--- src/rtl/serial_addsub_pkg.sv ---
// Shared types and constants for the bit-serial adder/subtractor.
// Holds the FSM state encoding, the default operand width and the counter-width helper.
package serial_addsub_pkg;

    typedef enum logic [1:0] {
        IDLE  = 2'd0,
        SHIFT = 2'd1,
        DONE  = 2'd2
    } state_t;

    localparam int DEFAULT_N = 4;

    // The bit counter must reach N without wrapping, hence N+1 codes.
    function automatic int cnt_width(input int n);
        return $clog2(n + 1);
    endfunction

endpackage

--- src/rtl/serial_addsub_full_adder.sv ---
// Single-bit full adder cell used by the serial datapath.
// Purely combinational: sum bit and majority carry.
module full_adder (
    input  logic a,
    input  logic b,
    input  logic cin,
    output logic s,
    output logic cout
);

    assign s    = a ^ b ^ cin;
    assign cout = (a & b) | (a & cin) | (b & cin);

endmodule

--- src/rtl/serial_addsub.sv ---
// Bit-serial N-bit adder/subtractor, LSB first, one bit per clock, done pulse after N edges.
// Optional signed overflow flag is built only when SERIAL_ADDSUB_OVF_EN is defined.
module serial_addsub
    import serial_addsub_pkg::*;
#(
    parameter int N = DEFAULT_N
) (
    input  logic         clk,
    input  logic         reset_n,
    input  logic [N-1:0] a,
    input  logic [N-1:0] b,
    input  logic         sub,
    input  logic         load,
    output logic [N-1:0] sum,
    output logic         cout,
    output logic         ovf,
    output logic         busy,
    output logic         done
);

    localparam int            CW   = cnt_width(N);
    localparam logic [CW-1:0] LAST = CW'(N - 1);

    state_t        state;
    logic [N-1:0]  a_reg;
    logic [N-1:0]  b_reg;
    logic          sub_reg;
    logic          carry;
    logic [CW-1:0] cnt;
    logic          bit_s;
    logic          bit_c;

    // Subtraction is a + ~b + 1: invert b per bit here, the +1 comes from carry seeded with sub.
    full_adder u_fa (
        .a    (a_reg[0]),
        .b    (b_reg[0] ^ sub_reg),
        .cin  (carry),
        .s    (bit_s),
        .cout (bit_c)
    );

    always_ff @(posedge clk or negedge reset_n) begin
        if (!reset_n) begin
            state   <= IDLE;
            a_reg   <= '0;
            b_reg   <= '0;
            sub_reg <= 1'b0;
            carry   <= 1'b0;
            cnt     <= '0;
            sum     <= '0;
            cout    <= 1'b0;
            busy    <= 1'b0;
            done    <= 1'b0;
`ifdef SERIAL_ADDSUB_OVF_EN
            ovf     <= 1'b0;
`endif
        end else begin
            case (state)
                IDLE, DONE: begin
                    if (load) begin
                        a_reg   <= a;
                        b_reg   <= b;
                        sub_reg <= sub;
                        carry   <= sub;
                        cnt     <= '0;
                        state   <= SHIFT;
                        busy    <= 1'b1;
                        done    <= 1'b0;
                    end else begin
                        state   <= IDLE;
                        done    <= 1'b0;
                    end
                end
                SHIFT: begin
                    sum   <= {bit_s, sum[N-1:1]};
                    a_reg <= a_reg >> 1;
                    b_reg <= b_reg >> 1;
                    carry <= bit_c;
                    cnt   <= cnt + 1'b1;
                    // On the last bit, carry still holds the carry into bit N-1.
                    if (cnt == LAST) begin
                        state <= DONE;
                        busy  <= 1'b0;
                        done  <= 1'b1;
                        cout  <= bit_c;
`ifdef SERIAL_ADDSUB_OVF_EN
                        ovf   <= carry ^ bit_c;
`endif
                    end
                end
                default: begin
                    state <= IDLE;
                    busy  <= 1'b0;
                    done  <= 1'b0;
                end
            endcase
        end
    end

`ifndef SERIAL_ADDSUB_OVF_EN
    assign ovf = 1'b0;
`endif

endmodule
--- config.mk ---
export PLATFORM = sky130hd
export DESIGN_NAME = serial_addsub
export DESIGN_NICKNAME = d
export VERILOG_FILES = /design/src/rtl/serial_addsub_pkg.sv /design/src/rtl/serial_addsub_full_adder.sv /design/src/rtl/serial_addsub.sv
export SDC_FILE = /design/constraint.sdc
export NUM_CORES = 1
export LEC_CHECK = 0
export CORE_ASPECT_RATIO = 0.75
export CORE_MARGIN = 5
export CORE_UTILIZATION = 45
export DETAILED_ROUTE_END_ITERATION = 10
export PLACE_DENSITY = 0.82
export RECOVER_POWER = 25
export SETUP_SLACK_MARGIN = 0.05
export SLEW_MARGIN = 20
export SYNTH_ARGS = -nofsm -noshare
export SYNTH_HDL_FRONTEND = slang
export SYNTH_SLANG_ARGS = --single-unit
--- constraint.sdc ---
create_clock -name clk -period 2.1 [get_ports clk]
set_clock_uncertainty 0.05 [all_clocks]
set_input_delay 0.21 -clock clk [delete_from_list [all_inputs] [get_ports clk]]
set_output_delay 0.21 -clock clk [all_outputs]
set_load 0.02 [all_outputs]
Word-level counts from Yosys, hierarchy flattened. Cells that the tools add are included.

Register bits after elaboration: 22. Output and inout bits: 8. Logic and storage cells: 47.

$add $sub $neg: 1. Eq/ne operators: 5. Mux-type cells: 16. Bitwise gates (word level): 8. Reduce and logical (&&, ||, !) cells: 7.

Operator list (count): $pmux W4 S2 (2); $mux W4 (2); $reduce_and A2 Y1 (4); $mux W1 (6); $pmux W3 S2 (1); $ne A2 B2 Y1 const B (2); $pmux W1 S2 (2); $pmux W2 S2 (1); $add A3 B1 Y3 const B (1); $and A1 B1 Y1 (3); $eq A3 B2 Y1 const B (1); $mux W3 (1); $xor A1 B1 Y1 (3); $eq A2 B1 Y1 const B (1); $eq A2 B2 Y1 const B (1); $logic_not A2 Y1 (1); $mux W2 (1); $or A1 B1 Y1 (2); $reduce_bool A2 Y1 (1); $reduce_or A2 Y1 (1).

Logic depth before layout (Yosys ltp). Gate-level depths: netlist of run 1.

Depth after elaboration: 5. Gate-level depth with buffers: 5. Gate-level depth less buffers: 5.

By module. From an unflattened synthesis of run 1, not the netlist that was laid out.

Cells, all modules: 82. Area total of the unflattened synthesis: 1096.1 sq um.

By module, submodules not included: serial_addsub (times used 1, cells an instance 81, area an instance 1076.0 sq um, sequential area each 525.5 sq um); full_adder (times used 1, cells an instance 1, area an instance 20.0 sq um, sequential area each 0.0 sq um).

Worst setup path after synthesis of run 1. Ideal clock, no wire load.

Kind: flip-flop to flip-flop. Start: register b_reg[0]. End: register carry. Library setup time: 0.077 ns. Data arrival time: 1.256 ns. Required time: 1.973 ns. Slack: 0.717 ns. Cell stages (with the launch flop): 5. Clock period less this slack: 1.383 ns. Path through: dfrtp_1 > xnor2_1 > fa_1 > mux2_2 > a21oi_1.

Word-level cells in the longest chain between the ends: 5.

Ends and longest elaborated chain: start, declared (RTL line serial_addsub.sv:26) `logic [N-1:0] b_reg;`; start signal, assigned (RTL line serial_addsub.sv:77) `b_reg <= b_reg >> 1;`; $xor A1 B1 Y1 (*) (RTL line serial_addsub.sv:36) `.b (b_reg[0] ^ sub_reg),`; $and A1 B1 Y1 (RTL line serial_addsub_full_adder.sv:12) `assign cout = (a & b) | (a & cin) | (b & cin);`; $or A1 B1 Y1 (RTL line serial_addsub_full_adder.sv:12); $or A1 B1 Y1 (*) (RTL line serial_addsub_full_adder.sv:12); $pmux W1 S2 (*) (RTL line serial_addsub.sv:58) `case (state)`; end signal, assigned (RTL line serial_addsub.sv:64) `carry <= sub;`; end signal, assigned (RTL line serial_addsub.sv:78) `carry <= bit_c;`; end, declared (RTL line serial_addsub.sv:28) `logic carry;`.

Every way passes the cells marked *; elsewhere a longest branch is shown, timed or not. A chain may end at the register's enable or synchronous reset.

Final worst setup path of run 1.
Start: register done. End: output port done.

RTL lines: start, declared (RTL line serial_addsub.sv:18) `output logic done`; start signal, assigned (RTL line serial_addsub.sv:53) `done <= 1'b0;`; start signal, assigned (RTL line serial_addsub.sv:68) `done <= 1'b0;`; start signal, assigned (RTL line serial_addsub.sv:71) `done <= 1'b0;`.

No word-level cell between the ends.

==> results of run 1 <==
## layer usage
| metal | vias to the layer above | wire (um) |
|---|---|---|
| li1 | 370 | - |
| met4 | 0 | 31 |
| met1 | 339 | 910 |
| met5 | - | 0 |
| met2 | 17 | 900 |
| met3 | 5 | 86 |
## metrics by stage
stage          power, mW  area, sq um  setup WS [ps]  hold slack (ps)  utilization, %
6_report            1.77         1260            477              445            55.8
5_1_grt             1.94         1260            409              467            55.8
4_1_cts             1.79         1260            456              178            55.9
3_5_place_dp        1.59         1230            536              422            54.8
3_3_place_gp        1.55         1230            614              413            54.8
2_1_floorplan       1.33         1030            717             -136               -
## how the worst max path moves through the flow
stage / cells past startpoint / endpoint / slack [ps]
after floorplan: 4 / carry / 720
after CTS: 1 / done / 460
final: 1 / done / 480
after detailed placement: 5 / a_reg[0] / 540
after global placement: 3 / sub_reg / 610
after global routing: 1 / done / 410
## cells by family (layout without fill, tap and decap cells)
kind of cell             Yosys count  after routing
AO/OA/AOI/OAI                     23             23
buffers and inverters              9             29
AND/OR/NAND/NOR                   27             27
multiplexers                      10             10
flip-flops                        21             21
XOR/XNOR                           2              2
other                              1              1
adder cells (fa/ha/maj)            3              3
## report_power, final
group          switching, mW  total [mW]  leakage (nW)  internal (mW)
Sequential             0.181       0.769         0.257          0.588
Clock                  0.124       0.198        0.0150         0.0743
Combinational          0.373       0.802         0.289          0.429
## cell usage in the layout (no fill, tap or decap)
| master | instances |
|---|---|
| buf_4 | 2 |
| o21ai_0 | 3 |
| nand3_1 | 1 |
| mux2_1 | 1 |
| dlygate4sd3_1 | 1 |
| mux2i_1 | 7 |
| a22o_1 | 5 |
| a211oi_1 | 6 |
| nand2_1 | 12 |
| dfrtp_1 | 21 |
| nand2b_1 | 1 |
| nand3b_1 | 1 |
| mux2_2 | 2 |
| nor2_1 | 4 |
| a21oi_1 | 6 |
| nor2b_2 | 1 |
| conb_1 | 1 |
| inv_1 | 4 |
| clkbuf_4 | 3 |
| xnor2_1 | 2 |
| clkdlybuf4s50_1 | 17 |
| nor2b_1 | 6 |
| a21o_1 | 2 |
| o21ai_1 | 1 |
| fa_1 | 1 |
| clkbuf_1 | 2 |
| and2b_4 | 1 |
| ha_1 | 2 |
## cell type report
cell class / count / area, sq um
tap: 25 / 31.3
multi-input combinational: 66 / 459
fill: 202 / 996
inverter: 4 / 15.0
sequential: 21 / 526
timing repair buffer: 21 / 199
clock buffer: 4 / 26.3
==> results_dict.tcl, run 1 <==
set metrics [dict create \
    grt_max_degree 25 \
    rsz0062_at_grt "no" \
    insertion_delay_ps 310 \
    dp.final_hpwl_um 1350 \
    synth_edf_count 0 \
    hold_depth 2 \
    r2r_slack_ps 580 \
    cap_violations 0 \
    cts_tree "built" \
    synth_cell_types 26 \
    grt_pass1_vias 774 \
    place.gp.congestion 0.750 \
    post_cts.repair.setup_buffers 0 \
    synth_top_flop_cell "dfrtp_1" \
    critPathRequiredTime_ps 1840 \
    detail-route-antenna-nets 0 \
    drive_gt1_share_pct 7.76 \
    p_leak_nw 0.561 \
    grt_overflow 0 \
    crit_chain "clkdlybuf4s50_1" \
    area_growth_pct 21.8 \
    dp.cells 137 \
    final-setup-viol-count 0 \
    dieWidth_um 65.3 \
    die_y_um 51.5 \
    synth-xor-area-share_pct 1.70 \
    gr-usage-met1_pct 17.9 \
    p_per_area_nw_per_um2 1410 \
    drt_pass1_iterations 4 \
    cp_num_buf_inv 1 \
    port_buffers 18 \
    drt_wl_total_um 1930 \
    holdBufCountCts 0 \
    drt_iter0_markers 16 \
    finalHoldViolCount 0 \
    rr_startpoint "state[0]" \
    synth_common_cells "dfrtp_1, nand2_1, mux2i_1" \
    core-area_sq_um 2250 \
    cts_buffers 3 \
    synth_compound_area_share_pct 14.9 \
    hold_end "sum[1]" \
    ctsLongestPathBuffers 2 \
    fin_cells 141 \
    htreeDepth 1 \
    syn_avg_cell_area_sq_um 10.7 \
    vias 731 \
    status "complete, no violations" \
    worstHoldStart "sum[2]" \
    grt.total_usage_pct 13.9 \
    worstMarginPinSlew_ps 1160 \
    synth_area_sq_um 1030 \
    via_per_inst 5.18 \
    fmax_mhz 616 \
    initial_utilization_pct 45.8 \
    yosysMostFrequentCell "dfrtp_1" \
    yosysSeqAreaShare_pct 51.0 \
    clock-sinks 21 \
    cp_max_fo 5 \
    wl_per_cell_um 13.7 \
    met2_usage_pct 21.5 \
    hp-class "reg -> reg" \
    grt_pass1_wl_um 3460 \
    ir_worst_vdd_v 0.000605 \
    synthTopCellsByArea "dfrtp_1, mux2i_1, a211oi_1, nand2_1, a22o_1" \
    antenna_found_initial 0 \
    path_clk_slew_ps 120 \
    num_rows 15 \
    synthAdderAreaFrac_pct 4.37 \
    cp-startpoint "done" \
    arrival_ps 1360 \
    synth_top_family_by_area "compound AO/OA/AOI/OAI gates" \
    cts.repair.resized 0 \
    ios 20 \
    max-slew-margin-rel_pct 22.9 \
    ys_ff_latch 21 \
    synth_nets 111 \
    met3_usage_pct 4.84 \
    synthSimpleGateAreaFrac_pct 13.1 \
    critPathLaunchType "flop" \
    crit_path_end_kind "output pin" \
    path_delay_family "buffers and inverters" \
    timing.final.max_slew_violations 0 \
    busiest_layer "met2" \
    drc_errors 0 \
    synth_top_cell_by_area "dfrtp_1" \
    synth.mux.area_fraction_pct 10.1 \
    synthArstFlopShare_pct 100 \
    n_antenna_cell 0 \
    cts_root_buf "clkbuf_4" \
    slowest_stage "clkdlybuf4s50_1" \
    tns_ps 0 \
    slowest_delay_ps 630 \
    finalCritPeriodShare_pct 77.3 \
    critical_path_class "reg -> out" \
    r2r_end "a_reg[2]" \
    synth_cells 96 \
    die_area_sq_um 3360 \
    rr_worst_depth 3 \
    num-nets-final 132 \
    period_minus_slack_ps 1620 \
    netlist.area_leader.share_pct 51.0 \
    yosysWarningCount 0 \
]
Note: power is estimated with default switching activity, not from simulation.
==> run 2: changes to the inputs <==
==> constraint.sdc (replaced) <==
create_clock -name clk -period 1.6 [get_ports clk]
set_clock_uncertainty 0.05 [all_clocks]
set_input_delay 0.16 -clock clk [delete_from_list [all_inputs] [get_ports clk]]
set_output_delay 0.16 -clock clk [all_outputs]
set_load 0.02 [all_outputs]
==> run 2 against run 1 <==
First-iteration DRC count rose by 50%. Total power rose by 33%. Via count rose by 4.2%. Register-to-register slack got worse by 460 ps. Global-route usage fell by 0.61 points. Sequential cell count did not move.
==> results_dict.tcl, run 2 (synthesis gave the netlist of run 1 again) <==
set metrics [dict create \
    path_delay_family "buffers and inverters" \
    detail-route-antenna-nets 0 \
    cts_tree "built" \
    port_buffers 18 \
    grt.total_usage_pct 13.3 \
    total_power_mw 2.36 \
    p_int_mw 1.45 \
    n_antenna_cell 0 \
    dp.cells 138 \
    worstMarginPinSlew_ps 1070 \
    fin_ws_ps 102 \
    core-area_sq_um 2250 \
    pre_cts_ws_ps 166 \
    num-nets-final 133 \
    cp-startpoint "done" \
    timing.final.max_slew_violations 0 \
    drt_pass1_iterations 4 \
    critPathRequiredTime_ps 1390 \
    finalHoldViolCount 0 \
    finalCritPeriodShare_pct 93.6 \
    period_minus_slack_ps 1500 \
    mostFrequentLayoutCells "dfrtp_1, clkdlybuf4s50_1, nand2_1, mux2i_1" \
    switchingPower_mw 0.915 \
    ir_worst_vdd_v 0.000807 \
    critPathLaunchType "flop" \
    cp_num_buf_inv 1 \
    drive_gt1_share_pct 10.3 \
    p_per_area_nw_per_um2 1850 \
    swShare_pct 38.8 \
    insertion_delay_ps 310 \
    pwr-share-seq_pct 40.9 \
    htreeDepth 1 \
    crit_chain "clkdlybuf4s50_1" \
    rsz0062_at_grt "no" \
    fillers 206 \
    grt_max_degree 22 \
    path_clk_slew_ps 120 \
    status "complete, no violations" \
    via_per_inst 5.37 \
    hold_depth 2 \
    area_growth_pct 24.0 \
    post_cts.repair.setup_buffers 0 \
    grt_overflow 0 \
    r2r_slack_ps 120 \
    die_area_sq_um 3360 \
    wl_per_cell_um 13.3 \
    cts_root_buf "clkbuf_4" \
    grt_pass1_vias 722 \
    arrival_ps 1290 \
    hp-class "in -> reg" \
    drc_errors 0 \
    cap_violations 0 \
    final-setup-viol-count 0 \
    slowest_stage "clkdlybuf4s50_1" \
    worst-path-stages 1 \
    rr_worst_depth 4 \
    dp.final_hpwl_um 1350 \
    dieWidth_um 65.3 \
    antenna_found_initial 0 \
    fmax_mhz 667 \
    p_comb_share_pct 48.4 \
    cp_max_fo 3 \
    clock-sinks 21 \
    rr_startpoint "b_reg[0]" \
    tns_ps 0 \
    r2r_end "carry" \
    vias 762 \
    ctsLongestPathBuffers 2 \
    initial_utilization_pct 45.8 \
    final_common_cell "dfrtp_1" \
    grt_pass1_wl_um 3260 \
    place.gp.congestion 0.737 \
    clockPowerShare_pct 10.7 \
    fin_cells 142 \
    p_leak_nw 0.609 \
    critical_path_class "reg -> out" \
    slowest_delay_ps 610 \
    setup.worst_path.end "done" \
    die_y_um 51.5 \
    drt_wl_total_um 1890 \
    ios 20 \
    drt_iter0_markers 24 \
    cts_buffers 3 \
    num_rows 15 \
    crit_path_end_kind "output pin" \
    hold-worst-slack_ps 432 \
    max-slew-margin-rel_pct 28.9 \
]
## run 2: final cells by class
type	count	area (sq um)	area share, %
repair buffers	22	216	16.9
flip-flops and latches	21	526	41.1
clock inverters	1	5.00	0.391
well taps	25	31.3	2.45
multi-input cells	66	463	36.2
clock buffers	3	22.5	1.76
inverters	4	15.0	1.17
## run 2: power groups by stage
stage	sequential (mW)	combinational, mW	clock, mW
after floorplan	1.01	0.735	0
after global placement	0.961	1.10	0
after detailed placement	0.977	1.15	0
after CTS	0.968	1.15	0.265
after global routing	1.01	1.28	0.282
final	0.965	1.14	0.253
## run 2: metal layers
| metal | part of all wire, % | global-route usage, % | vias up |
|---|---|---|---|
| met5 | 0 | 0 | - |
| met4 | 1.7 | 5.17 | 0 |
| met3 | 5.3 | 5.27 | 5 |
| met2 | 47 | 21.7 | 20 |
| met1 | 46 | 15.7 | 365 |
| li1 | - | - | 372 |
## run 2: through the flow
stage                     instance area, sq um  util [%]
final                                     1280      56.8
after global routing                      1280      56.8
after CTS                                 1270      56.3
after detailed placement                  1240      55.1
after global placement                    1240      55.1
after floorplan                           1030         -
## run 2: worst min path at each step
stage               startpoint  endpoint
global placement        sum[0]    sum[0]
global route              a[3]  a_reg[3]
floorplan              reset_n  a_reg[0]
CTS                    reset_n    sum[3]
detailed placement    a_reg[2]  a_reg[2]
finish                    a[3]  a_reg[3]
## run 2: worst reg2reg max path, stage by stage, from the launching register on
cell and delay, ps:
dfrtp_1 420, xnor2_1 150, fa_1 390, mux2_2 290
a21oi_2 120
## run 2: what timing repair did
action	4_1_cts	5_1_grt
endpoints found under the setup margin	0	5
gates resized for setup	0	5
hold buffers	0	0
==> run 3: changes to the inputs <==
--- a/config.mk
+++ b/config.mk
@@ -8,6 +8,7 @@
 export CORE_ASPECT_RATIO = 0.75
 export CORE_MARGIN = 5
 export CORE_UTILIZATION = 45
+export CTS_BUF_LIST = sky130_fd_sc_hd__clkbuf_8 sky130_fd_sc_hd__clkbuf_16
 export DETAILED_ROUTE_END_ITERATION = 10
 export PLACE_DENSITY = 0.82
 export RECOVER_POWER = 25
==> run 3 against run 2 <==
Maximum frequency grew 2.3%. Register-to-register slack better by 20 ps. Die area did not move. Sequential share of layout area is 0.16 points lower. Largest power group unchanged.
==> results_dict.tcl, run 3 (synthesis gave the netlist of run 1 again) <==
set metrics [dict create \
    status "complete, no violations" \
    cap_violations 0 \
    crit_path_end_kind "output pin" \
    ios 20 \
    ir_worst_vdd_v 0.000751 \
    max-slew-margin-rel_pct 29.1 \
    slowest_delay_ps 620 \
    dr_wl_met2_um 876 \
    antenna_found_initial 0 \
    grt_max_degree 22 \
    r2r_slack_ps 140 \
    port_buffers 18 \
    fmax_mhz 682 \
    worstHoldStart "a_reg[2]" \
    num_rows 15 \
    finalHoldViolCount 0 \
    die_area_sq_um 3360 \
    ctsLongestPathBuffers 2 \
    vias 760 \
    cp_max_fo 3 \
    mostFrequentLayoutCells "dfrtp_1, clkdlybuf4s50_1, nand2_1, mux2i_1" \
    critPathLaunchType "flop" \
    die_y_um 51.5 \
    initial_utilization_pct 45.8 \
    worstMarginPinSlew_ps 1060 \
    cp_num_buf_inv 1 \
    via_per_inst 5.35 \
    cp-startpoint "sum[2]" \
    p_per_area_nw_per_um2 1910 \
    arrival_ps 1260 \
    detail-route-antenna-nets 0 \
    holdBufCountCts 0 \
    drt_iter0_markers 23 \
    cts_buffers 3 \
    routed.top_layer "met4" \
    p_leak_nw 0.576 \
    insertion_delay_ps 260 \
    path_clk_slew_ps 70 \
    rr_startpoint "b_reg[0]" \
    critPathRequiredTime_ps 1390 \
    dieWidth_um 65.3 \
    cts.repair.resized 0 \
    worst-path-stages 1 \
    critical_path_class "reg -> out" \
    grt_pass1_wl_um 3300 \
    drt_pass1_iterations 4 \
    wl_met1_um 818 \
    path_delay_family "buffers and inverters" \
    wl_per_cell_um 12.9 \
    rsz0062_at_grt "no" \
    crit_chain "clkdlybuf4s50_1" \
    n_antenna_cell 0 \
    post_cts.repair.setup_buffers 0 \
    cts_tree "built" \
    drc_errors 0 \
    final-setup-viol-count 0 \
    area_growth_pct 24.5 \
    grt.total_usage_pct 13.5 \
    cts_root_buf "clkbuf_8" \
    place.gp.congestion 0.737 \
    finalCritPeriodShare_pct 91.6 \
    grt_pass1_vias 717 \
    timing.final.max_slew_violations 0 \
    dp.final_hpwl_um 1350 \
    rr_worst_depth 4 \
    grt_overflow 0 \
    period_minus_slack_ps 1470 \
    clock-sinks 21 \
    route.met3.wl_um 91 \
    num-nets-final 133 \
    drt_wl_total_um 1840 \
    htreeDepth 1 \
    hp-class "reg -> reg" \
    slowest_stage "clkdlybuf4s50_1" \
    total_power_mw 2.45 \
    tns_ps 0 \
    drive_gt1_share_pct 9.40 \
    core-area_sq_um 2250 \
    final_common_cell "dfrtp_1" \
    hold_depth 1 \
]
run 3: report_power, final:
part	total (mW)	switching, mW	internal (mW)
sequential	0.966	0.191	0.775
combinational	1.13	0.547	0.587
clock	0.346	0.172	0.174
total	2.45	0.911	1.54
run 3: per-stage QoR:
step                instances  worst slack (ps)  cell area [sq um]  util, %  hold slack, ps
global placement          138               196               1240     55.1             410
CTS                       142               128               1290     57.2             183
floorplan                  96               217               1030        -            -186
detailed placement        138               166               1240     55.1             423
finish                    142               135               1280     57.0             434
global route              142              31.1               1280     57.0             457
run 3: final timing paths:
check / to
max: sum[2]
min: a_reg[2]
max reg2reg: carry
min reg2reg: a_reg[2]
max in group asynchronous: cnt[0]
min in group asynchronous: state[0]
run 3: routing by layer:
metal / up-vias / global-route usage (%)
met1: 364 / 15.8
met2: 18 / 21.8
met4: 0 / 7.24
met3: 5 / 4.62
met5: - / 0
li1: 373 / -
run 3: cell type report:
type	instances	area, sq um
clock inverter	1	5.00
tap	25	31.3
clock buffer	3	41.3
sequential	21	526
timing repair buffer	22	206
multi-input combinational	66	459
inverter	4	15.0
fill	201	968
